$ cat src/rtl/flash_burst_reader.sv
// Burst read engine for a parallel NOR flash: fetches BEATS consecutive bus words
// with page-hit/page-miss access timing and returns them packed little-endian.
module flash_burst_reader #(
  parameter int BUS_WIDTH = 8,
  parameter int BEATS     = 2,
  parameter int ROM_ADDR  = 24,
  parameter int PAGE_BITS = 4,
  parameter int T_MISS    = 4,
  parameter int T_HIT     = 2
) (
  input  logic                         clk,
  input  logic                         rst,
  input  logic                         req_valid,
  output logic                         req_ready,
  input  logic [ROM_ADDR-1:0]          req_addr,
  input  logic                         invalidate,
  output logic                         rsp_valid,
  input  logic                         rsp_ready,
  output logic [BEATS*BUS_WIDTH-1:0]   rsp_data,
  output logic [BEATS-1:0]             rsp_hits,
  input  logic [BUS_WIDTH-1:0]         SF_D,
  output logic [ROM_ADDR-1:0]          SF_A,
  output logic                         SF_CE0,
  output logic                         SF_OE,
  output logic                         SF_WE,
  output logic                         SF_BYTE
);

  localparam int BEAT_W = (BEATS > 1) ? $clog2(BEATS) : 1;
  localparam int CNT_W  = $clog2(T_MISS + 1);
  localparam int TAG_W  = ROM_ADDR - PAGE_BITS;
  localparam logic [ROM_ADDR-1:0] STEP = ROM_ADDR'(BUS_WIDTH / 8);

  typedef enum logic [1:0] {IDLE, WAIT, RESP} state_t;

  state_t               state_reg;
  logic                 req_ready_reg;
  logic                 rsp_valid_reg;
  logic [BEATS-1:0]     rsp_hits_reg;
  logic [ROM_ADDR-1:0]  sf_a_reg;
  logic [BEAT_W-1:0]    beat_reg;
  logic [CNT_W-1:0]     cnt_reg;
  logic [CNT_W-1:0]     wait_reg;
  logic [TAG_W-1:0]     open_tag_reg;
  logic                 page_valid_reg;
  logic [BUS_WIDTH-1:0] slot_reg [BEATS];

  logic [ROM_ADDR-1:0]  addr_next;
  logic [TAG_W-1:0]     tag_next;
  logic                 hit_next;
  logic                 sample;
  logic                 last_beat;
  logic [BEAT_W-1:0]    beat_inc;

  // Address of the beat that would start on this edge: the request in IDLE,
  // otherwise the next sequential bus word (wrapping at the top of the flash).
  assign addr_next = (state_reg == IDLE) ? req_addr : sf_a_reg + STEP;
  assign tag_next  = addr_next[ROM_ADDR-1:PAGE_BITS];
  assign hit_next  = page_valid_reg && (tag_next == open_tag_reg) && !invalidate;
  assign sample    = (state_reg == WAIT) && (cnt_reg == wait_reg - CNT_W'(1));
  assign last_beat = (beat_reg == BEAT_W'(BEATS - 1));
  assign beat_inc  = beat_reg + BEAT_W'(1);

  always_ff @(posedge clk or posedge rst) begin
    if (rst) begin
      state_reg      <= IDLE;
      req_ready_reg  <= 1'b0;
      rsp_valid_reg  <= 1'b0;
      rsp_hits_reg   <= '0;
      sf_a_reg       <= '0;
      beat_reg       <= '0;
      cnt_reg        <= '0;
      wait_reg       <= '0;
      open_tag_reg   <= '0;
      page_valid_reg <= 1'b0;
    end else begin
      case (state_reg)
        IDLE: begin
          if (invalidate) page_valid_reg <= 1'b0;
          if (req_valid && req_ready_reg) begin
            req_ready_reg  <= 1'b0;
            sf_a_reg       <= addr_next;
            beat_reg       <= '0;
            cnt_reg        <= '0;
            wait_reg       <= hit_next ? CNT_W'(T_HIT) : CNT_W'(T_MISS);
            rsp_hits_reg   <= BEATS'(hit_next);
            open_tag_reg   <= tag_next;
            page_valid_reg <= 1'b1;
            state_reg      <= WAIT;
          end else begin
            req_ready_reg <= 1'b1;
          end
        end
        WAIT: begin
          if (sample && last_beat) begin
            if (invalidate) page_valid_reg <= 1'b0;
            rsp_valid_reg <= 1'b1;
            state_reg     <= RESP;
          end else if (sample) begin
            // Next beat starts here; its timing is decided on this edge.
            beat_reg               <= beat_inc;
            sf_a_reg               <= addr_next;
            cnt_reg                <= '0;
            wait_reg               <= hit_next ? CNT_W'(T_HIT) : CNT_W'(T_MISS);
            rsp_hits_reg[beat_inc] <= hit_next;
            open_tag_reg           <= tag_next;
            page_valid_reg         <= 1'b1;
          end else begin
            if (invalidate) page_valid_reg <= 1'b0;
            cnt_reg <= cnt_reg + CNT_W'(1);
          end
        end
        RESP: begin
          if (invalidate) page_valid_reg <= 1'b0;
          if (rsp_ready) begin
            rsp_valid_reg <= 1'b0;
            req_ready_reg <= 1'b1;
            state_reg     <= IDLE;
          end
        end
        default: state_reg <= IDLE;
      endcase
    end
  end

  generate
    for (genvar gi = 0; gi < BEATS; gi++) begin : g_slot
      always_ff @(posedge clk or posedge rst) begin
        if (rst) begin
          slot_reg[gi] <= '0;
        end else if (sample && (beat_reg == BEAT_W'(gi))) begin
          slot_reg[gi] <= SF_D;
        end
      end
      assign rsp_data[gi*BUS_WIDTH +: BUS_WIDTH] = slot_reg[gi];
    end
  endgenerate

  assign req_ready = req_ready_reg;
  assign rsp_valid = rsp_valid_reg;
  assign rsp_hits  = rsp_hits_reg;
  assign SF_A      = sf_a_reg;
  assign SF_CE0    = 1'b0;
  assign SF_OE     = 1'b0;
  assign SF_WE     = 1'b1;
  assign SF_BYTE   = (BUS_WIDTH == 16);

endmodule

$ cat config.mk
export PLATFORM = sky130hd
export DESIGN_NAME = flash_burst_reader
export DESIGN_NICKNAME = d
export VERILOG_FILES = /design/src/rtl/flash_burst_reader.sv
export SDC_FILE = /design/constraint.sdc
export NUM_CORES = 1
export LEC_CHECK = 0
export BUFFER_PORTS_ARGS = -buffer_cell sky130_fd_sc_hd__buf_2
export CAP_MARGIN = 15
export CELL_PAD_IN_SITES_DETAIL_PLACEMENT = 0
export CELL_PAD_IN_SITES_GLOBAL_PLACEMENT = 1
export CORE_ASPECT_RATIO = 0.9
export CORE_MARGIN = 5
export CORE_UTILIZATION = 37
export CTS_BUF_LIST = sky130_fd_sc_hd__clkbuf_8
export DETAILED_ROUTE_END_ITERATION = 7
export GPL_ROUTABILITY_DRIVEN = 0
export GPL_TIMING_DRIVEN = 0
export PLACE_DENSITY_LB_ADDON = 0.3
export RECOVER_POWER = 25
export SLEW_MARGIN = 20
export SYNTH_ARGS = -nofsm -noshare
export SYNTH_HDL_FRONTEND = slang
export SYNTH_SLANG_ARGS = --single-unit
export TNS_END_PERCENT = 10
$ cat constraint.sdc
create_clock -name clk -period 2.1 [get_ports clk]
set_clock_uncertainty 0.1 [all_clocks]
set_input_delay 0.42 -clock clk [delete_from_list [all_inputs] [get_ports clk]]
set_output_delay 0.42 -clock clk [all_outputs]
set_load 0.02 [all_outputs]
==> tab_implementation.tex, run 1 <==
\begin{tabular}{lr}
\hline
Metric & Value \\
\hline
\multicolumn{2}{l}{\textbf{Outcome}} \\
Status & finished, violations left \\
Violated checks & negative setup slack \\
\multicolumn{2}{l}{\textbf{Power and ir drop}} \\
Leakage power total & roughly 1.8 nW \\
Largest vdd supply drop & $\sim$700 uV \\
Total power density per cell area & around 1600 nW/um2 \\
\multicolumn{2}{l}{\textbf{STA}} \\
Period utilisation layout & 1.00 \\
Number of hold-slack violations in the final timing report & 0 \\
Worst setup slack after layout & -2.10 ps \\
Slew Limit Headroom & 0.235 \\
Final setup violating endpoints & 2 \\
Maximum clock rate & between 0.4 and 0.5 GHz \\
Final period demand of the worst path & 2100 ps \\
Transition at the pin with the smallest max-transition slack & $\sim$1100 ps \\
RSZ-0062 raised after global routing & yes \\
Final-report max-slew violation count & 0 \\
\multicolumn{2}{l}{\textbf{Worst hold path}} \\
Depth of the worst hold-timing path & 2 \\
Tightest Hold Check Type & input port to register \\
Beginning of the worst hold path & SF\_D[1] \\
\multicolumn{2}{l}{\textbf{Flow run}} \\
Max-cap check violation count & 0 \\
\multicolumn{2}{l}{\textbf{Clock tree}} \\
CTS clock-pin slew for the worst setup and hold paths & 110 ps \\
Clock tree root buffer cell & sky130\_fd\_sc\_hd\_\_clkbuf\_8 \\
CTS H-tree depth & 2 \\
Number of buffers on the longest clock path & 2 \\
CTS hold repair buffers & 0 \\
Clk\_lat worst skew & 320 ps \\
Clock buffer count from CTS & 5 \\
TritonCTS clock tree & done \\
Number of sinks driven by the clock tree & 53 \\
\multicolumn{2}{l}{\textbf{Synth}} \\
Total of warnings raised by yosys & 0 \\
Summed instance area of the synthesized netlist & about 3200 um2 \\
Gate Count Post-Synth & 355 \\
Share of the yosys chip area belonging to registers & 0.412 \\
Most repeated cell in the gate-level netlist after synthesis & sky130\_fd\_sc\_hd\_\_dfrtp\_1 \\
Dominant cells by area after synthesis & sky130\_fd\_sc\_hd\_\_dfrtp\_1 41\%, sky130\_fd\_sc\_hd\_\_mux2\_2 5.9\%, sky130\_fd\_sc\_hd\_\_xnor2\_1 5.4\% \\
Flop and latch count out of synthesis & 53 \\
Library cell occupying the most area in the post-synthesis netlist & sky130\_fd\_sc\_hd\_\_dfrtp\_1 \\
Yosys cell types & 55 \\
Mean Syn Cell Area & 9.07 um2 \\
Flip-flop cell with the highest count after synthesis & sky130\_fd\_sc\_hd\_\_dfrtp\_1 \\
Share of flip-flops with an asynchronous set or reset after synthesis & 1.00 \\
Number of enable-type register cells in the synthesized netlist & 0 \\
Synth top cells by count & 53 x sky130\_fd\_sc\_hd\_\_dfrtp\_1, 33 x sky130\_fd\_sc\_hd\_\_nand2\_1, 29 x sky130\_fd\_sc\_hd\_\_a21oi\_1 \\
Area share of the largest cell type after synthesis & 0.412 \\
\multicolumn{2}{l}{\textbf{Finish}} \\
Filler cell count in the final layout & 852 \\
Nets@finish & 493 \\
Core Util, Final & 0.479 \\
P\&R area growth vs syn & 26.9\% \\
Flip-flop count of the largest register after layout & 23 \\
Fraction of layout instances using a drive strength above 1 & 0.366 \\
Count of antenna diodes in the layout & 0 \\
Final cell count without fillers & 570 \\
\multicolumn{2}{l}{\textbf{Floorplan}} \\
Die Height & $\sim$98 um \\
Initial cell density of the core & 0.377 \\
Number of top-level pins & 85 \\
Row cnt & 32 \\
Floorplan die width & 108 um \\
Die Footprint & 10700 um2 \\
Placeable core region & 8530 um2 \\
\multicolumn{2}{l}{\textbf{Global routing}} \\
Largest net degree at the start of global routing & 54 \\
All-layer global routing usage & 0.187 \\
Number of antenna violations at the first check in global routing & 0 \\
Number of global-route vias before repair & roughly 3000 \\
First-pass GRT wire length & 15900 um \\
Total global routing overflow & 0 \\
\multicolumn{2}{l}{\textbf{Worst setup path}} \\
Critical Path AT & 2260 ps \\
Worst reg2reg path depth & 7 \\
Startpoint-to-endpoint class of the critical path & register to register \\
Cell-by-cell listing of the critical path & buf\_4, nand4\_2, or4\_4, or2\_4, nor4\_2, mux2i\_1, nand3\_1 \\
FF-to-FF Start & SF\_A[0]\$\_DFFE\_PP0P\_ \\
Type of element capturing the critical path & register \\
Worst setup path startpoint & SF\_A[0]\$\_DFFE\_PP0P\_ \\
Delay of the slowest cell on the worst path & $\sim$490 ps \\
Kind of launch point of the worst setup path & register \\
Master of the slowest instance on the critical path & sky130\_fd\_sc\_hd\_\_or4\_4 \\
Crit path max fanout & 6 \\
Critical path data required time & 2260 ps \\
\multicolumn{2}{l}{\textbf{Routing}} \\
Total Wirelength & 9740 um \\
Via count & 3015 \\
Post-DRT Antenna Nets & 0 \\
Router iterations before antenna repair & 4 \\
DRC viols & 0 \\
Per-cell routed wire length & 17.1 um \\
Detailed-route vias per instance & around 5.3 \\
Number of DRC violations after detailed-routing iteration 0 & 165 \\
\multicolumn{2}{l}{\textbf{Place}} \\
Placed insts & between 500 and 600 \\
DP Wirelength & 7110 um \\
Number of input and output port buffers inserted & 80 \\
\hline
\end{tabular}
-- metrics by stage --
step                      total power (W)  hold WS (ps)  setup WS (ps)  TNS, ps  cell area [um2]
final                             0.00662           238          -2.10    -3.41             4090
after global routing              0.00715           225           -104     -716             4090
after CTS                         0.00643           125          -67.9     -112             3970
after detailed placement          0.00560           378           -455   -10810             3780
after global placement            0.00555           373           -750   -41370             3780
after floorplan                   0.00442           368          -9.57    -14.7             3230
-- placed cells by master (no fill, tap or decap), types with 5 or more instances in the layout --
cell type / netlist / routed
sky130_fd_sc_hd__o21ai_0: 23 / 18
sky130_fd_sc_hd__mux2i_1: 6 / 5
sky130_fd_sc_hd__clkbuf_8: 0 / 5
sky130_fd_sc_hd__nand3_1: 18 / 17
sky130_fd_sc_hd__a2bb2oi_1: 5 / 5
sky130_fd_sc_hd__mux2_2: 17 / 17
sky130_fd_sc_hd__o22ai_1: 8 / 8
sky130_fd_sc_hd__xnor2_1: 20 / 20
sky130_fd_sc_hd__nor2_1: 28 / 27
sky130_fd_sc_hd__buf_2: 9 / 81
sky130_fd_sc_hd__dfrtp_1: 53 / 48
sky130_fd_sc_hd__o21ai_1: 6 / 11
sky130_fd_sc_hd__a21oi_1: 29 / 28
sky130_fd_sc_hd__clkbuf_2: 0 / 5
sky130_fd_sc_hd__buf_4: 4 / 17
sky130_fd_sc_hd__inv_1: 9 / 7
sky130_fd_sc_hd__nand2_1: 33 / 32
sky130_fd_sc_hd__dfrtp_2: 0 / 5
sky130_fd_sc_hd__nand4_1: 5 / 5
-- cell type report --
cell class / count / area (um2) / share of cell area
repair buffers: 88 / 460 / 0.113
inverters: 9 / 33.8 / 0.00827
well taps: 119 / 149 / 0.0364
plain buffers: 23 / 165 / 0.0404
clock buffers: 5 / 68.8 / 0.0168
multi-input cells: 270 / 1850 / 0.453
clock inverters: 3 / 26.3 / 0.00643
flip-flops and latches: 53 / 1330 / 0.326
-- worst max-delay path, delay by kind of cell (launching register included) --
family	cells	cell delay, ps
buffers and inverters	1	150
DFF	1	410
muxes	1	110
and+or+nand+nor	5	1270
-- report_power, final --
group / total [W] / leakage (nW) / internal [W] / switching (W)
sequential: 0.00199 / 0.624 / 0.00149 / 0.000497
combinational: 0.00400 / 1.09 / 0.00158 / 0.00242
clock: 0.000638 / 0.0495 / 0.000249 / 0.000389
-- cells by family after synthesis --
group           after synthesis  synth area share
buf+inv                      34            0.0478
fa+ha+maj                     6            0.0233
compound gates               98             0.187
other cells                   2           0.00233
simple gates                118             0.192
mux                          23            0.0781
flops                        53             0.412
xor+xnor                     21            0.0571
-- per-layer routing --
metal	vias up	wire length, um	GRT usage
li1	1461	-	-
met1	1427	4490	0.279
met2	121	4260	0.272
met3	6	927	0.0485
met4	0	60	0.0408
met5	-	0	0
-- final timing paths --
kind                       slack, ps                      endpoint
max                               -2  open_tag_reg[19]$_DFFE_PP0P_
min                              240       rsp_data[9]$_DFFE_PP0P_
max reg2reg                       -2  open_tag_reg[19]$_DFFE_PP0P_
min reg2reg                      390       rsp_hits[0]$_DFFE_PP0P_
max in group asynchronous        830           SF_A[8]$_DFFE_PP0P_
min in group asynchronous        290       rsp_data[6]$_DFFE_PP0P_
-- timing repair --
action,CTS,global route
pin swaps,3,6
endpoints found under the setup margin,41,49
hold endpoints to repair,0,0
buffers inserted,4,4
resized for setup,25,31
Power figures use the tool's default switching activity.
==> inputs of run 2 (changes only) <==
- CORE_UTILIZATION: 37 -> 44
- clock period: 2.1 -> 2.7 ns (I/O delays scaled with it)
==> tab_implementation.tex, run 2 (synthesis gave the netlist of run 1 again) <==
\begin{tabular}{lr}
\hline
Metric & Value \\
\hline
\multicolumn{2}{l}{\textbf{Outcome}} \\
Status & completed \\
\multicolumn{2}{l}{\textbf{Place}} \\
Number of input and output port buffers inserted & 80 \\
Post-Place Setup Slack & 125 ps \\
DP Wirelength & 6900 um \\
\multicolumn{2}{l}{\textbf{Clock tree}} \\
Number of sinks driven by the clock tree & 53 \\
Clk\_lat worst skew & 310 ps \\
CTS clock-pin slew for the worst setup and hold paths & 110 ps \\
Clock tree root buffer cell & sky130\_fd\_sc\_hd\_\_clkbuf\_8 \\
CTS H-tree depth & 2 \\
Number of buffers on the longest clock path & 2 \\
Clock buffer count from CTS & 5 \\
TritonCTS clock tree & done \\
Post-CTS setup buffer count & 0 \\
\multicolumn{2}{l}{\textbf{Power and ir drop}} \\
Part of the total power dissipated in sequential elements & 0.318 \\
Power, Total & 0.00483 W \\
Clock network power share & 0.101 \\
Leakage power total & approximately 1.7 nW \\
Total power density per cell area & 1260 nW/um2 \\
Internal power of the cells & 0.00237 W \\
Combinational share of power & 0.581 \\
Net switching fraction of the power & 0.510 \\
Switching Power & 0.00247 W \\
Largest vdd supply drop & 676 uV \\
\multicolumn{2}{l}{\textbf{Finish}} \\
Nets@finish & 487 \\
P\&R area growth vs syn & 19.4\% \\
Filler cell count in the final layout & 719 \\
Reg area & 1330 um2 \\
Combined area of the multi-input logic cells & 1750 um2 \\
Fraction of layout instances using a drive strength above 1 & 0.297 \\
Highest-count cells in the layout ignoring fill and taps & 89 x sky130\_fd\_sc\_hd\_\_buf\_2, 53 x sky130\_fd\_sc\_hd\_\_dfrtp\_1, 33 x sky130\_fd\_sc\_hd\_\_nand2\_1, 29 x sky130\_fd\_sc\_hd\_\_a21oi\_1, 28 x sky130\_fd\_sc\_hd\_\_nor2\_1 \\
Count of antenna diodes in the layout & 0 \\
Flip-flop count of the largest register after layout & 23 \\
Most common cell after layout, fill and taps aside & sky130\_fd\_sc\_hd\_\_buf\_2 \\
\multicolumn{2}{l}{\textbf{Worst setup path}} \\
Delay of the slowest cell on the worst path & 430 ps \\
Cell-by-cell listing of the critical path & inv\_1, ha\_1, clkbuf\_1, inv\_1, nor2\_1, and3\_1, o21a\_1, buf\_2, o21ai\_1, o2bb2ai\_1 \\
Crit path max fanout & 10 \\
Critical Path AT & 2540 ps \\
Worst setup path startpoint & state\_reg[1]\$\_DFFE\_PP0P\_ \\
FF-to-FF Start & state\_reg[1]\$\_DFFE\_PP0P\_ \\
Reg-to-Reg End & SF\_A[8]\$\_DFFE\_PP0P\_ \\
Cell family with the largest share of critical-path delay & buffers and inverters \\
Most frequent cell on the critical path & sky130\_fd\_sc\_hd\_\_inv\_1 \\
End of the critical path & SF\_A[8]\$\_DFFE\_PP0P\_ \\
Critical path data required time & 2810 ps \\
Total stage count of the critical path & 10 \\
Count of buffer and inverter cells on the critical path & 4 \\
Startpoint-to-endpoint class of the critical path & register to register \\
Type of element capturing the critical path & register \\
Kind of launch point of the worst setup path & register \\
Slack of the worst reg-to-reg path & 270 ps \\
Worst reg2reg path depth & 10 \\
Master of the slowest instance on the critical path & sky130\_fd\_sc\_hd\_\_dfrtp\_1 \\
\multicolumn{2}{l}{\textbf{Global routing}} \\
Number of global-route vias before repair & between 2000 and 3000 \\
Number of antenna violations at the first check in global routing & 0 \\
All-layer global routing usage & 0.207 \\
Total global routing overflow & 0 \\
First-pass GRT wire length & 15300 um \\
Largest net degree at the start of global routing & between 50 and 60 \\
\multicolumn{2}{l}{\textbf{Floorplan}} \\
Placeable core region & just over 7000 um2 \\
Floorplan die width & 100 um \\
Die Height & around 91 um \\
Initial cell density of the core & 0.455 \\
Number of top-level pins & 85 \\
Row cnt & 29 \\
Die Footprint & 9130 um2 \\
\multicolumn{2}{l}{\textbf{STA}} \\
Final setup violating endpoints & 0 \\
Final-report max-slew violation count & 0 \\
Worst setup slack after layout & approximately 270 ps \\
Maximum clock rate & 0.411 GHz \\
RSZ-0062 raised after global routing & no \\
Number of hold-slack violations in the final timing report & 0 \\
Transition at the pin with the smallest max-transition slack & 1150 ps \\
Period utilisation layout & 0.900 \\
Final period demand of the worst path & around 2400 ps \\
Slew Limit Headroom & 0.232 \\
\multicolumn{2}{l}{\textbf{Routing}} \\
Post-DRT Antenna Nets & 0 \\
Per-cell routed wire length & 17.2 um \\
DRC viols & 0 \\
Detailed-route vias per instance & 5.51 \\
Number of DRC violations after detailed-routing iteration 0 & around 200 \\
Via count & 2965 \\
Total Wirelength & 9280 um \\
Router iterations before antenna repair & 4 \\
\multicolumn{2}{l}{\textbf{Flow run}} \\
Max-cap check violation count & 0 \\
\multicolumn{2}{l}{\textbf{Worst hold path}} \\
Depth of the worst hold-timing path & 2 \\
Tightest Hold Check Type & input port to register \\
\hline
\end{tabular}
==> run 2: cell count changes in the layout (fill, tap and decap cells not counted), sizes merged <==
cell and change:
buf -8, clkbuf +2, inv -2, clkinv +1
clkinvlp +1
==> run 2: worst min-delay path by stage <==
stage / start / endpoint / slack [ps]
floorplan: beat_reg$_DFFE_PP0P_ / beat_reg$_DFFE_PP0P_ / 370
global placement: rsp_hits[0]$_DFFE_PP0P_ / rsp_hits[0]$_DFFE_PP0P_ / 370
detailed placement: rsp_hits[1]$_DFFE_PP0P_ / rsp_hits[1]$_DFFE_PP0P_ / 370
CTS: rst / SF_A[16]$_DFFE_PP0P_ / 250
global route: SF_D[5] / rsp_data[13]$_DFFE_PP0P_ / 350
finish: SF_D[5] / rsp_data[13]$_DFFE_PP0P_ / 360
==> run 2: cell type report <==
cell class | instances | area share
timing repair buffer | 80 | 0.104
clock inverter | 3 | 0.00651
buffer | 25 | 0.0316
sequential | 53 | 0.345
clock buffer | 5 | 0.0179
tap | 93 | 0.0303
inverter | 9 | 0.00879
multi-input combinational | 270 | 0.456
==> run 2: power by group through the flow <==
stage	combinational [W]	sequential, W	clock, W
after floorplan	0.00157	0.00186	0
after global placement	0.00277	0.00152	0
after detailed placement	0.00280	0.00155	0
after CTS	0.00281	0.00154	0.000496
after global routing	0.00311	0.00160	0.000526
final	0.00281	0.00154	0.000487
==> run 2: per-layer routing <==
metal / wire, um / vias to the layer above / part of all wire / track usage
met5: 0 / - / 0 / 0
met4: 93 / 0 / 0.010 / 0.0471
met3: 684 / 8 / 0.074 / 0.0506
met2: 4060 / 91 / 0.44 / 0.301
met1: 4430 / 1422 / 0.48 / 0.310
li1: - / 1444 / - / -
==> run 2: per-stage QoR <==
stage | cells | util | TNS [ps] | instance area [um2] | hold slack [ps]
finish | 538 | 0.543 | 0 | 3840 | 356
global route | 538 | 0.543 | 0 | 3840 | 347
CTS | 538 | 0.543 | 0 | 3840 | 248
detailed placement | 530 | 0.529 | 0 | 3750 | 374
global placement | 530 | 0.529 | -1890 | 3740 | 366
floorplan | 357 | - | 0 | 3230 | 368
==> run 2: what timing repair did <==
action | CTS | global route
endpoints found under the hold margin | 0 | 0
gates resized for setup | 0 | 3
setup endpoints to repair | 0 | 13
hold buffers | 0 | 0
==> run 2: worst register-to-register path: stages, from the launching register on <==
cell                        delay [ps]
sky130_fd_sc_hd__dfrtp_1           430
sky130_fd_sc_hd__inv_1              90
sky130_fd_sc_hd__ha_1              130
sky130_fd_sc_hd__clkbuf_1          290
sky130_fd_sc_hd__inv_1             130
sky130_fd_sc_hd__nor2_1            130
sky130_fd_sc_hd__and3_1            210
sky130_fd_sc_hd__o21a_1            250
sky130_fd_sc_hd__buf_2             310
sky130_fd_sc_hd__o21ai_1           110
sky130_fd_sc_hd__o2bb2ai_1         140
